$ cat src/rtl/charging_pkg.sv
// Shared types and constants for the coin acceptor and the charging station controller.
//   acc_state_t      : coin acceptor FSM state encoding
//   coin_t           : coin code carried on the Coin bus
//   COIN_NONE        : coin code meaning "no coin"
//   MAX_VALID_PULSES : largest pulse count that maps to a valid coin
package charging_pkg;

   localparam int unsigned COIN_W           = 3;
   localparam int unsigned MAX_VALID_PULSES = 5;

   typedef logic [COIN_W-1:0] coin_t;

   localparam coin_t COIN_NONE = 3'd0;

   typedef enum logic [2:0] {
      ST_IDLE   = 3'd0,
      ST_HIGH   = 3'd1,
      ST_GAP    = 3'd2,
      ST_EMIT   = 3'd3,
      ST_REJECT = 3'd4
   } acc_state_t;

   // A pulse count is a real coin only in the range 1..MAX_VALID_PULSES.
   function automatic logic coin_ok(input coin_t cnt);
      return (cnt != COIN_NONE) && (cnt <= COIN_W'(MAX_VALID_PULSES));
   endfunction

endpackage

$ cat src/rtl/coin_acceptor_if.sv
// Coin acceptor signal bundle.
//   master : the acceptor (reads mech line and gating inputs, drives coin outputs)
//   slave  : the consumer / board side (drives mech line and gating, reads coin outputs)
interface coin_acceptor_if;
   import charging_pkg::*;

   logic  PulseIn;
   logic  ModeEnable;
   logic  Charging;
   coin_t Coin;
   logic  CoinValid;
   logic  Reject;
   logic  Jam;

   modport master (
      input  PulseIn, ModeEnable, Charging,
      output Coin, CoinValid, Reject, Jam
   );

   modport slave (
      output PulseIn, ModeEnable, Charging,
      input  Coin, CoinValid, Reject, Jam
   );

endinterface

$ cat src/rtl/coin_debounce.sv
// Two-flop synchroniser followed by a counting debouncer.
//   Clk, nReset : clock, async active-low reset
//   raw         : asynchronous mech line
//   db          : debounced level
//   rise, fall  : one-cycle strobes, high in the first cycle db shows its new level
module coin_debounce #(
   parameter int unsigned DEBOUNCE_CYCLES = 4
) (
   input  logic Clk,
   input  logic nReset,
   input  logic raw,
   output logic db,
   output logic rise,
   output logic fall
);

   localparam int unsigned CNT_W = (DEBOUNCE_CYCLES < 2) ? 1 : $clog2(DEBOUNCE_CYCLES);

   logic [1:0]       sync_q;
   logic [CNT_W-1:0] stable_cnt;
   logic             flip_c;

   // Flip on the DEBOUNCE_CYCLES-th consecutive cycle the synchronised input disagrees with db.
   assign flip_c = (sync_q[1] != db) && (stable_cnt == CNT_W'(DEBOUNCE_CYCLES - 1));

   always_ff @(posedge Clk or negedge nReset) begin
      if (!nReset) begin
         sync_q     <= 2'b00;
         stable_cnt <= '0;
         db         <= 1'b0;
         rise       <= 1'b0;
         fall       <= 1'b0;
      end else begin
         sync_q <= {sync_q[0], raw};
         if ((sync_q[1] == db) || flip_c) begin
            stable_cnt <= '0;
         end else begin
            stable_cnt <= stable_cnt + CNT_W'(1);
         end
         if (flip_c) begin
            db <= sync_q[1];
         end
         rise <= flip_c & sync_q[1];
         fall <= flip_c & ~sync_q[1];
      end
   end

endmodule

$ cat src/rtl/coin_acceptor.sv
// Coin acceptor: turns the coin mech pulse train into a one-cycle coin code.
//   Clk, nReset : clock, async active-low reset
//   bus.PulseIn    : raw mech line (async)
//   bus.ModeEnable : acceptor enabled, sampled at end of a pulse train
//   bus.Charging   : station busy, sampled at end of a pulse train
//   bus.Coin       : coin code (pulse count), 0 unless CoinValid
//   bus.CoinValid  : one-cycle coin strobe
//   bus.Reject     : return solenoid drive, REJECT_CYCLES long
//   bus.Jam        : sticky jammed-mechanism flag
module coin_acceptor
   import charging_pkg::*;
#(
   parameter int unsigned DEBOUNCE_CYCLES = 4,
   parameter int unsigned GAP_CYCLES      = 32,
   parameter int unsigned HIGH_TIMEOUT    = 128,
   parameter int unsigned REJECT_CYCLES   = 16
) (
   input  logic            Clk,
   input  logic            nReset,
   coin_acceptor_if.master bus
);

   localparam int unsigned TMR_A   = (GAP_CYCLES > HIGH_TIMEOUT) ? GAP_CYCLES : HIGH_TIMEOUT;
   localparam int unsigned TMR_MAX = (TMR_A > REJECT_CYCLES) ? TMR_A : REJECT_CYCLES;
   localparam int unsigned TMR_W   = $clog2(TMR_MAX + 1);

   acc_state_t       state_q, state_d;
   logic [TMR_W-1:0] timer_q;
   coin_t            count_q;

   logic  db, db_rise, db_fall;
   logic  gap_done_c, high_done_c, rej_done_c;
   coin_t coin_d;
   logic  valid_d, reject_d, jam_d;

   coin_debounce #(
      .DEBOUNCE_CYCLES (DEBOUNCE_CYCLES)
   ) u_debounce (
      .Clk    (Clk),
      .nReset (nReset),
      .raw    (bus.PulseIn),
      .db     (db),
      .rise   (db_rise),
      .fall   (db_fall)
   );

   // timer_q counts completed cycles in the current state, so "== N-1" ends the N-th cycle.
   assign gap_done_c  = (timer_q == TMR_W'(GAP_CYCLES - 1));
   assign high_done_c = (timer_q == TMR_W'(HIGH_TIMEOUT - 1)) && db;
   assign rej_done_c  = (timer_q == TMR_W'(REJECT_CYCLES - 1));

   // State register
   always_ff @(posedge Clk or negedge nReset) begin
      if (!nReset) begin
         state_q <= ST_IDLE;
      end else begin
         state_q <= state_d;
      end
   end

   // Next-state logic
   always_comb begin
      state_d = state_q;
      unique case (state_q)
         ST_IDLE: begin
            if (db_rise) state_d = ST_HIGH;
         end
         ST_HIGH: begin
            if (db_fall)          state_d = ST_GAP;
            else if (high_done_c) state_d = ST_REJECT;
         end
         ST_GAP: begin
            // Gating inputs only matter on the cycle the gap expires.
            if (gap_done_c) begin
               if (coin_ok(count_q) && bus.ModeEnable && !bus.Charging) state_d = ST_EMIT;
               else                                                      state_d = ST_REJECT;
            end else if (db_rise) begin
               state_d = ST_HIGH;
            end
         end
         ST_EMIT: begin
            state_d = ST_IDLE;
         end
         ST_REJECT: begin
            if (rej_done_c) state_d = ST_IDLE;
         end
         default: begin
            state_d = ST_IDLE;
         end
      endcase
   end

   // Output logic, evaluated on the next state so the registered outputs align with it
   always_comb begin
      coin_d   = COIN_NONE;
      valid_d  = 1'b0;
      reject_d = 1'b0;
      jam_d    = bus.Jam;
      if (state_d == ST_EMIT) begin
         coin_d  = count_q;
         valid_d = 1'b1;
      end
      if (state_d == ST_REJECT) begin
         reject_d = 1'b1;
      end
      if ((state_q == ST_HIGH) && (state_d == ST_REJECT)) begin
         jam_d = 1'b1;
      end
   end

   // Output registers
   always_ff @(posedge Clk or negedge nReset) begin
      if (!nReset) begin
         bus.Coin      <= COIN_NONE;
         bus.CoinValid <= 1'b0;
         bus.Reject    <= 1'b0;
         bus.Jam       <= 1'b0;
      end else begin
         bus.Coin      <= coin_d;
         bus.CoinValid <= valid_d;
         bus.Reject    <= reject_d;
         bus.Jam       <= jam_d;
      end
   end

   // State timer and saturating pulse counter
   always_ff @(posedge Clk or negedge nReset) begin
      if (!nReset) begin
         timer_q <= '0;
         count_q <= COIN_NONE;
      end else begin
         if ((state_d != state_q) || (state_q == ST_IDLE)) begin
            timer_q <= '0;
         end else begin
            timer_q <= timer_q + TMR_W'(1);
         end

         if (state_d == ST_IDLE) begin
            count_q <= COIN_NONE;
         end else if ((state_q == ST_IDLE) && (state_d == ST_HIGH)) begin
            count_q <= 3'd1;
         end else if ((state_q == ST_GAP) && (state_d == ST_HIGH) && (count_q != 3'd7)) begin
            count_q <= count_q + 3'd1;
         end
      end
   end

endmodule

$ cat src/flat_wrapper.sv
// flat-port wrapper written by rule: the top's interface ports become plain ports
module coin_acceptor_flat import charging_pkg::*;
#(
   parameter int unsigned DEBOUNCE_CYCLES = 4,
   parameter int unsigned GAP_CYCLES      = 32,
   parameter int unsigned HIGH_TIMEOUT    = 128,
   parameter int unsigned REJECT_CYCLES   = 16
)
  (Clk, nReset, bus_PulseIn, bus_ModeEnable, bus_Charging, bus_Coin, bus_CoinValid, bus_Reject, bus_Jam);
  coin_acceptor_if bus_i ();
  input  logic Clk;
  input  logic nReset;
  input wire logic [$bits(bus_i.PulseIn)-1:0] bus_PulseIn;
  input wire logic [$bits(bus_i.ModeEnable)-1:0] bus_ModeEnable;
  input wire logic [$bits(bus_i.Charging)-1:0] bus_Charging;
  output wire logic [$bits(bus_i.Coin)-1:0] bus_Coin;
  output wire logic [$bits(bus_i.CoinValid)-1:0] bus_CoinValid;
  output wire logic [$bits(bus_i.Reject)-1:0] bus_Reject;
  output wire logic [$bits(bus_i.Jam)-1:0] bus_Jam;
  assign bus_i.PulseIn = bus_PulseIn;
  assign bus_i.ModeEnable = bus_ModeEnable;
  assign bus_i.Charging = bus_Charging;
  assign bus_Coin = bus_i.Coin;
  assign bus_CoinValid = bus_i.CoinValid;
  assign bus_Reject = bus_i.Reject;
  assign bus_Jam = bus_i.Jam;
  coin_acceptor #(.DEBOUNCE_CYCLES(DEBOUNCE_CYCLES), .GAP_CYCLES(GAP_CYCLES), .HIGH_TIMEOUT(HIGH_TIMEOUT), .REJECT_CYCLES(REJECT_CYCLES)) u_core (.Clk(Clk), .nReset(nReset), .bus(bus_i));
endmodule
$ cat config.mk
export PLATFORM = sky130hd
export DESIGN_NAME = coin_acceptor_flat
export DESIGN_NICKNAME = d
export VERILOG_FILES = /design/src/rtl/charging_pkg.sv /design/src/rtl/coin_acceptor_if.sv /design/src/rtl/coin_debounce.sv /design/src/rtl/coin_acceptor.sv /design/src/flat_wrapper.sv
export SDC_FILE = /design/constraint.sdc
export NUM_CORES = 1
export LEC_CHECK = 0
export ABC_AREA = 0
export ABC_CLOCK_PERIOD_IN_PS = 5900
export BUFFER_PORTS_ARGS = -buffer_cell sky130_fd_sc_hd__buf_2
export CORE_ASPECT_RATIO = 0.75
export CORE_MARGIN = 4
export CORE_UTILIZATION = 55
export DETAILED_ROUTE_END_ITERATION = 6
export PLACE_DENSITY = 0.75
export SYNTH_ARGS = -nofsm -noshare
export SYNTH_HDL_FRONTEND = slang
export SYNTH_SLANG_ARGS = --single-unit
$ cat constraint.sdc
create_clock -name Clk -period 5.9 [get_ports Clk]
set_input_delay 0.885 -clock Clk [delete_from_list [all_inputs] [get_ports Clk]]
set_output_delay 0.885 -clock Clk [all_outputs]
set_load 0.05 [all_outputs]
# ---- Word-level counts from Yosys, hierarchy flattened
# Cells that the tools add are included.
# Widths: inputs -> output; s select.
dict set report word_totals {
  ramBits 0
  rom_bits 0
  mem_count 0
  in_bits 5
  regBits 27
  latch_bits 0
  wordCells 64
  out_inout_bits 6
}
dict set report op_classes {
  mul 0
  shifts 0
  add_sub_neg 3
  n_mux 15
  bitwise 3
  n_lt_le_gt_ge 1
  eq_ne 14
  reduce_logical 16
  div_mod_pow 0
}
# cell n
set ops {}
lappend ops {{$mux 3} 10}
lappend ops {{$pmux 3 s4} 1}
lappend ops {{$logic_and 1x1->1} 9}
lappend ops {{$add 8x1->8 const B} 1}
lappend ops {{$eq 8x4->1 const B} 1}
lappend ops {{$eq 8x5->1 const B} 1}
lappend ops {{$eq 8x7->1 const B} 1}
lappend ops {{$mux 8} 1}
lappend ops {{$eq 3x1->1 const B} 2}
lappend ops {{$eq 3x2->1 const B} 2}
lappend ops {{$eq 3x3->1 const B} 2}
lappend ops {{$logic_not 3->1} 2}
lappend ops {{$reduce_bool 3->1} 2}
lappend ops {{$add 3x1->3 const B} 1}
lappend ops {{$le 3x3->1 const B} 1}
lappend ops {{$ne 3x3->1} 1}
lappend ops {{$ne 3x3->1 const B} 1}
lappend ops {{$add 2x1->2 const B} 1}
lappend ops {{$and 1x1->1} 2}
lappend ops {{$eq 2x2->1 const B} 1}
lappend ops {{$logic_or 1x1->1} 2}
lappend ops {{$mux 1} 2}
lappend ops {{$mux 2} 1}
lappend ops {{$eq 1x1->1} 1}
lappend ops {{other kinds (3)} 3}

# ---- Logic depth before layout (Yosys ltp)
dict set report depth {
  depth_word 13
  depth_mapped 8
}

# ---- Modules after synthesis
# A second synthesis with hierarchy kept.
dict set report unflattened {
  hier_cells 127
  area_unflattened_um2 1468.9
}
# module cells_per_inst instances area_each_um2
set modules_own_cells {}
lappend modules_own_cells {coin_acceptor 111 1 1231.2}
lappend modules_own_cells {coin_debounce 16 1 237.7}

# ---- Worst setup path after synthesis
# Ideal clock, no wire load.
dict set report synth_timing {
  path_kind {input to register}
  start {input port bus_Charging}
  end {register u_core.timer_q[2]}
  arrival_time_ns 1.989
  path_slack_ns 3.773
  path_stages 5
  setup_time_ns 0.138
  path_buffers 0
  cell_sequence {nand3b_1 > a211oi_1 > a211oi_1 > o2bb2ai_1 > nor2_1}
}
dict set report synth_between {
  elab_chain_len 8
}
# element line_no
set synth_lines {}
lappend synth_lines {{from (decl)} flat_wrapper.sv:15} ;# input wire logic [$bits(bus_i.Charging)-1:0] bus_Charging;
lappend synth_lines {{$logic_not 1->1} coin_acceptor.sv:75} ;# if (coin_ok(count_q) && bus.ModeEnable && !bus.Charging) state_d = ST_EMIT;
lappend synth_lines {{$logic_and 1x1->1} coin_acceptor.sv:75}
lappend synth_lines {{$mux 3} coin_acceptor.sv:75}
lappend synth_lines {{$mux 3} coin_acceptor.sv:74} ;# if (gap_done_c) begin
lappend synth_lines {{$pmux 3 s4} coin_acceptor.sv:64} ;# unique case (state_q)
lappend synth_lines {{$ne 3x3->1} coin_acceptor.sv:132} ;# if ((state_d != state_q) || (state_q == ST_IDLE)) begin
lappend synth_lines {{$logic_or 1x1->1} coin_acceptor.sv:132}
lappend synth_lines {{$mux 8} coin_acceptor.sv:132}
lappend synth_lines {{to (signal assigned)} coin_acceptor.sv:135} ;# timer_q <= timer_q + TMR_W'(1);
lappend synth_lines {{to (decl)} coin_acceptor.sv:28} ;# logic [TMR_W-1:0] timer_q;
# No other way between the ends.
# A chain may end at the register's enable or synchronous reset.

# ---- Final worst setup path
dict set report layout_timing {
  start {register u_core.timer_q[0]}
  end {register u_core.timer_q[4]}
}
dict set report layout_between {
  elab_chain_len 8
}
# element line_no
set layout_lines {}
lappend layout_lines {{$eq 8x7->1} coin_acceptor.sv:49} ;# assign high_done_c = (timer_q == TMR_W'(HIGH_TIMEOUT - 1)) && db;
lappend layout_lines {{$logic_and 1x1->1} coin_acceptor.sv:49}
lappend layout_lines {{$mux 3} coin_acceptor.sv:70} ;# else if (high_done_c) state_d = ST_REJECT;
lappend layout_lines {{$mux 3} coin_acceptor.sv:69} ;# if (db_fall) state_d = ST_GAP;
lappend layout_lines {{$pmux 3 s4} coin_acceptor.sv:64}
lappend layout_lines {{$ne 3x3->1} coin_acceptor.sv:132}
lappend layout_lines {{$logic_or 1x1->1} coin_acceptor.sv:132}
lappend layout_lines {{$mux 8 *} coin_acceptor.sv:132}
# Every way passes the cells marked *; elsewhere a longest branch is shown, timed or not.

==> results.cfg <==
[clock_network]
cts_htree_levels = 1
cts_tree = yes
cts_resized = 0
clockBufferDepth = 2
insertion_delay_ns = 0.34
clk_pin_slew_ns = 0.14
cts_setup_buffers = 0
clock-sinks = 27
cts-root-buf = clkbuf_4
cts_buffers = 3
cts_hold_buf = 0

[grt]
antenna_found_initial = 0
grt_max_degree = 28
grt_usage_pct = 16.8
grt_overflow = 0
grt_pass1_wl_um = 4050
grt_pass1_vias = 844

[cells_and_area]
seq_area_um2 = 676
layout-drive-gt1-share_pct = 17.2
diodes = 0
nNetsFinal = 139
fin_util_pct = 65.8
fin_area_um2 = 1380
syn_to_final_growth_pct = 8.65
multi_input_area_um2 = 582
nFillCells = 181

[drt]
drc = 0
routed_via_density = 5.96
drt_iter0_markers = 72
wirelength_um = 2370
routedWlPerCell_um = 15.6
vias = 906
first_pass_iters = 4
ant_nets = 0

[synth]
synthesis.nets = 124
ys_seq_area_share_pct = 53.1
syn_area_um2 = 1270
ys_warn_count = 0
syn_avg_cell_area_um2 = 11.2
synthCells = 114
ys_ff_latch = 27
synth_top_area_cell = dfrtp_1
yosys.cell_types.count = 35
synth_area_leaders = dfrtp_1 53%, nor2_1 5.6%, ha_1 4.9%
synthDominantCellAreaShare_pct = 53.1

[timing]
timing.hold.ws_ns = 0.366
timing.fmax_mhz = 423
setup_ws_ns = 3.54
post-route-period-util_pct = 40.1
setup_viol_count_final = 0
finalHoldViolCount = 0
finalCriticalPeriod_ns = 2.36
worst_slew_pin_slew_ns = 0.677
finalSetupTns_ns = 0
clock_skew_ns = 0.0147
slew_viol_final = 0
rsz0062_at_grt = false
relSlewSlack_pct = 54.3

[die]
io_pins = 11
core_area_um2 = 2100
start_util_pct = 60.5
die_w_um = 63.5
dieArea_um2 = 3160
die_h_um = 49.7
rows = 14

[setup_path]
max_stage_delay_ns = 0.49
worst-setup-path-type = reg2reg
slowest_stage = o2bb2ai_1
cp_num_buf_inv = 0
cpLargestDelayFamily = compound AO/OA/AOI/OAI gates
arrival_ns = 2.57
crit_chain = ha_1 > nand4_1 > nor2_2 > a211oi_1 > a211oi_1 > o2bb2ai_1 > nor2_1
critPathLaunchType = flip-flop
crit_fanout = 8
crit_path_end_kind = flip-flop
critical_path_required_ns = 6.10
path_common_cell = a211oi_1

[placed_design]
io_buffer_count = 10
gp_congestion = 0.894
post-place-ws_ns = 3.39
dp_hpwl_um = 1790
placed_area_um2 = 1350

[outcome]
status = finished clean

[power]
ir_drop_uv = 154
power_density_nw_per_um2 = 284
leakage_uw = 0.000629

[hold_path]
hp-class = reg2reg

[job]
drv_cap = 0
-- Yosys cell counts (all sizes together) --
cell,count
dfrtp,27
a211oi,4
or2,2
nor3,6
nor3b,2
nand4b,1
xnor2,3
and3,1
or4b,1
and4,1
a2111oi,1
nand3b,1
and2,4
or3,2
nor4,3
nand3,3
o311ai,1
inv,4
nand2,6
o2bb2ai,1
o21ai,2
nand4,1
a41oi,1
mux2i,4
a31oi,1
ha,5
nor4b,1
xor2,4
nor2,20
a32o,1
-- cells by family (layout without fill, tap and decap cells) --
family | count (synthesis) | count (layout) | share of synthesized area (%)
adder cells (fa/ha/maj) | 5 | 5 | 4.92
multiplexers | 4 | 4 | 3.15
flip-flops | 27 | 27 | 53.1
AO/OA/AOI/OAI | 12 | 12 | 9.05
AND/OR/NAND/NOR | 55 | 55 | 23.8
XOR/XNOR | 7 | 7 | 4.82
buffers and inverters | 4 | 18 | 1.18
-- worst reg2reg max path, cell delays in order, from the launching register on --
cell,delay (ns)
dfrtp_1,0.44
ha_1,0.26
nand4_1,0.27
nor2_2,0.09
a211oi_1,0.46
a211oi_1,0.10
o2bb2ai_1,0.49
nor2_1,0.11
-- flip-flops by register name (all words and copies together), names as in the netlist --
name / count
u_core.count_q: 3
u_core.bus.Coin: 3
u_core.state_q: 3
u_core.timer_q: 8
u_core.u_debounce.rise: 1
u_core.bus.CoinValid: 1
u_core.u_debounce.sync_q: 2
u_core.u_debounce.stable_cnt: 2
u_core.bus.Reject: 1
u_core.u_debounce.fall: 1
u_core.bus.Jam: 1
u_core.u_debounce.db: 1
-- power breakdown --
group	internal (uW)	leakage (uW)	switching, uW	total [uW]
combinational	38.8	0.000248	52.7	91.5
sequential	203	0.000366	18.9	222
clock	26.0	0.0000139	53.5	79.5
-- metal layers --
layer	share of wire, %	GRT usage [%]	vias to the layer above
li1	-	-	434
met1	50	23.9	442
met2	43	24.4	25
met3	5.5	4.77	5
met4	1.2	5.38	0
met5	0	0	-
-- through the flow --
stage / power [uW] / instances
2_1_floorplan: 292 / 114
3_3_place_gp: 312 / 148
3_5_place_dp: 318 / 148
4_1_cts: 399 / 152
5_1_grt: 424 / 152
6_report: 393 / 152
-- final timing paths --
kind / end / slack, ns / cells after the start / startpoint
max in group asynchronous: u_core.count_q[1] / 4.99 / 1 / nReset
worst min-delay path: u_core.u_debounce.sync_q[1] / 0.37 / 0 / u_core.u_debounce.sync_q[0]
worst min register to register: u_core.u_debounce.sync_q[1] / 0.37 / 0 / u_core.u_debounce.sync_q[0]
min in group asynchronous: u_core.u_debounce.stable_cnt[0] / 0.52 / 1 / nReset
worst max-delay path: u_core.timer_q[4] / 3.54 / 7 / u_core.timer_q[0]
worst max register to register: u_core.timer_q[4] / 3.54 / 7 / u_core.timer_q[0]
-- area by class of cell --
cell class | count | area share, %
clock buffer | 3 | 1.63
clock inverter | 1 | 0.543
inverter | 4 | 1.09
multi-input combinational | 83 | 42.1
sequential | 27 | 48.9
tap | 24 | 2.17
timing repair buffer | 10 | 3.62
-- placed cells by master, fill, tap and decap left out, types with 2 or more instances in the layout --
| master | count |
|---|---|
| a211oi_1 | 3 |
| and2_1 | 4 |
| buf_2 | 10 |
| clkbuf_4 | 3 |
| dfrtp_1 | 27 |
| ha_1 | 5 |
| inv_1 | 4 |
| mux2i_1 | 4 |
| nand2_1 | 6 |
| nand3_1 | 3 |
| nor2_1 | 19 |
| nor3_1 | 6 |
| nor3b_1 | 2 |
| nor4_1 | 2 |
| o21ai_0 | 2 |
| xnor2_1 | 3 |
| xor2_1 | 4 |
No activity file was read; power rests on OpenSTA's default activity.
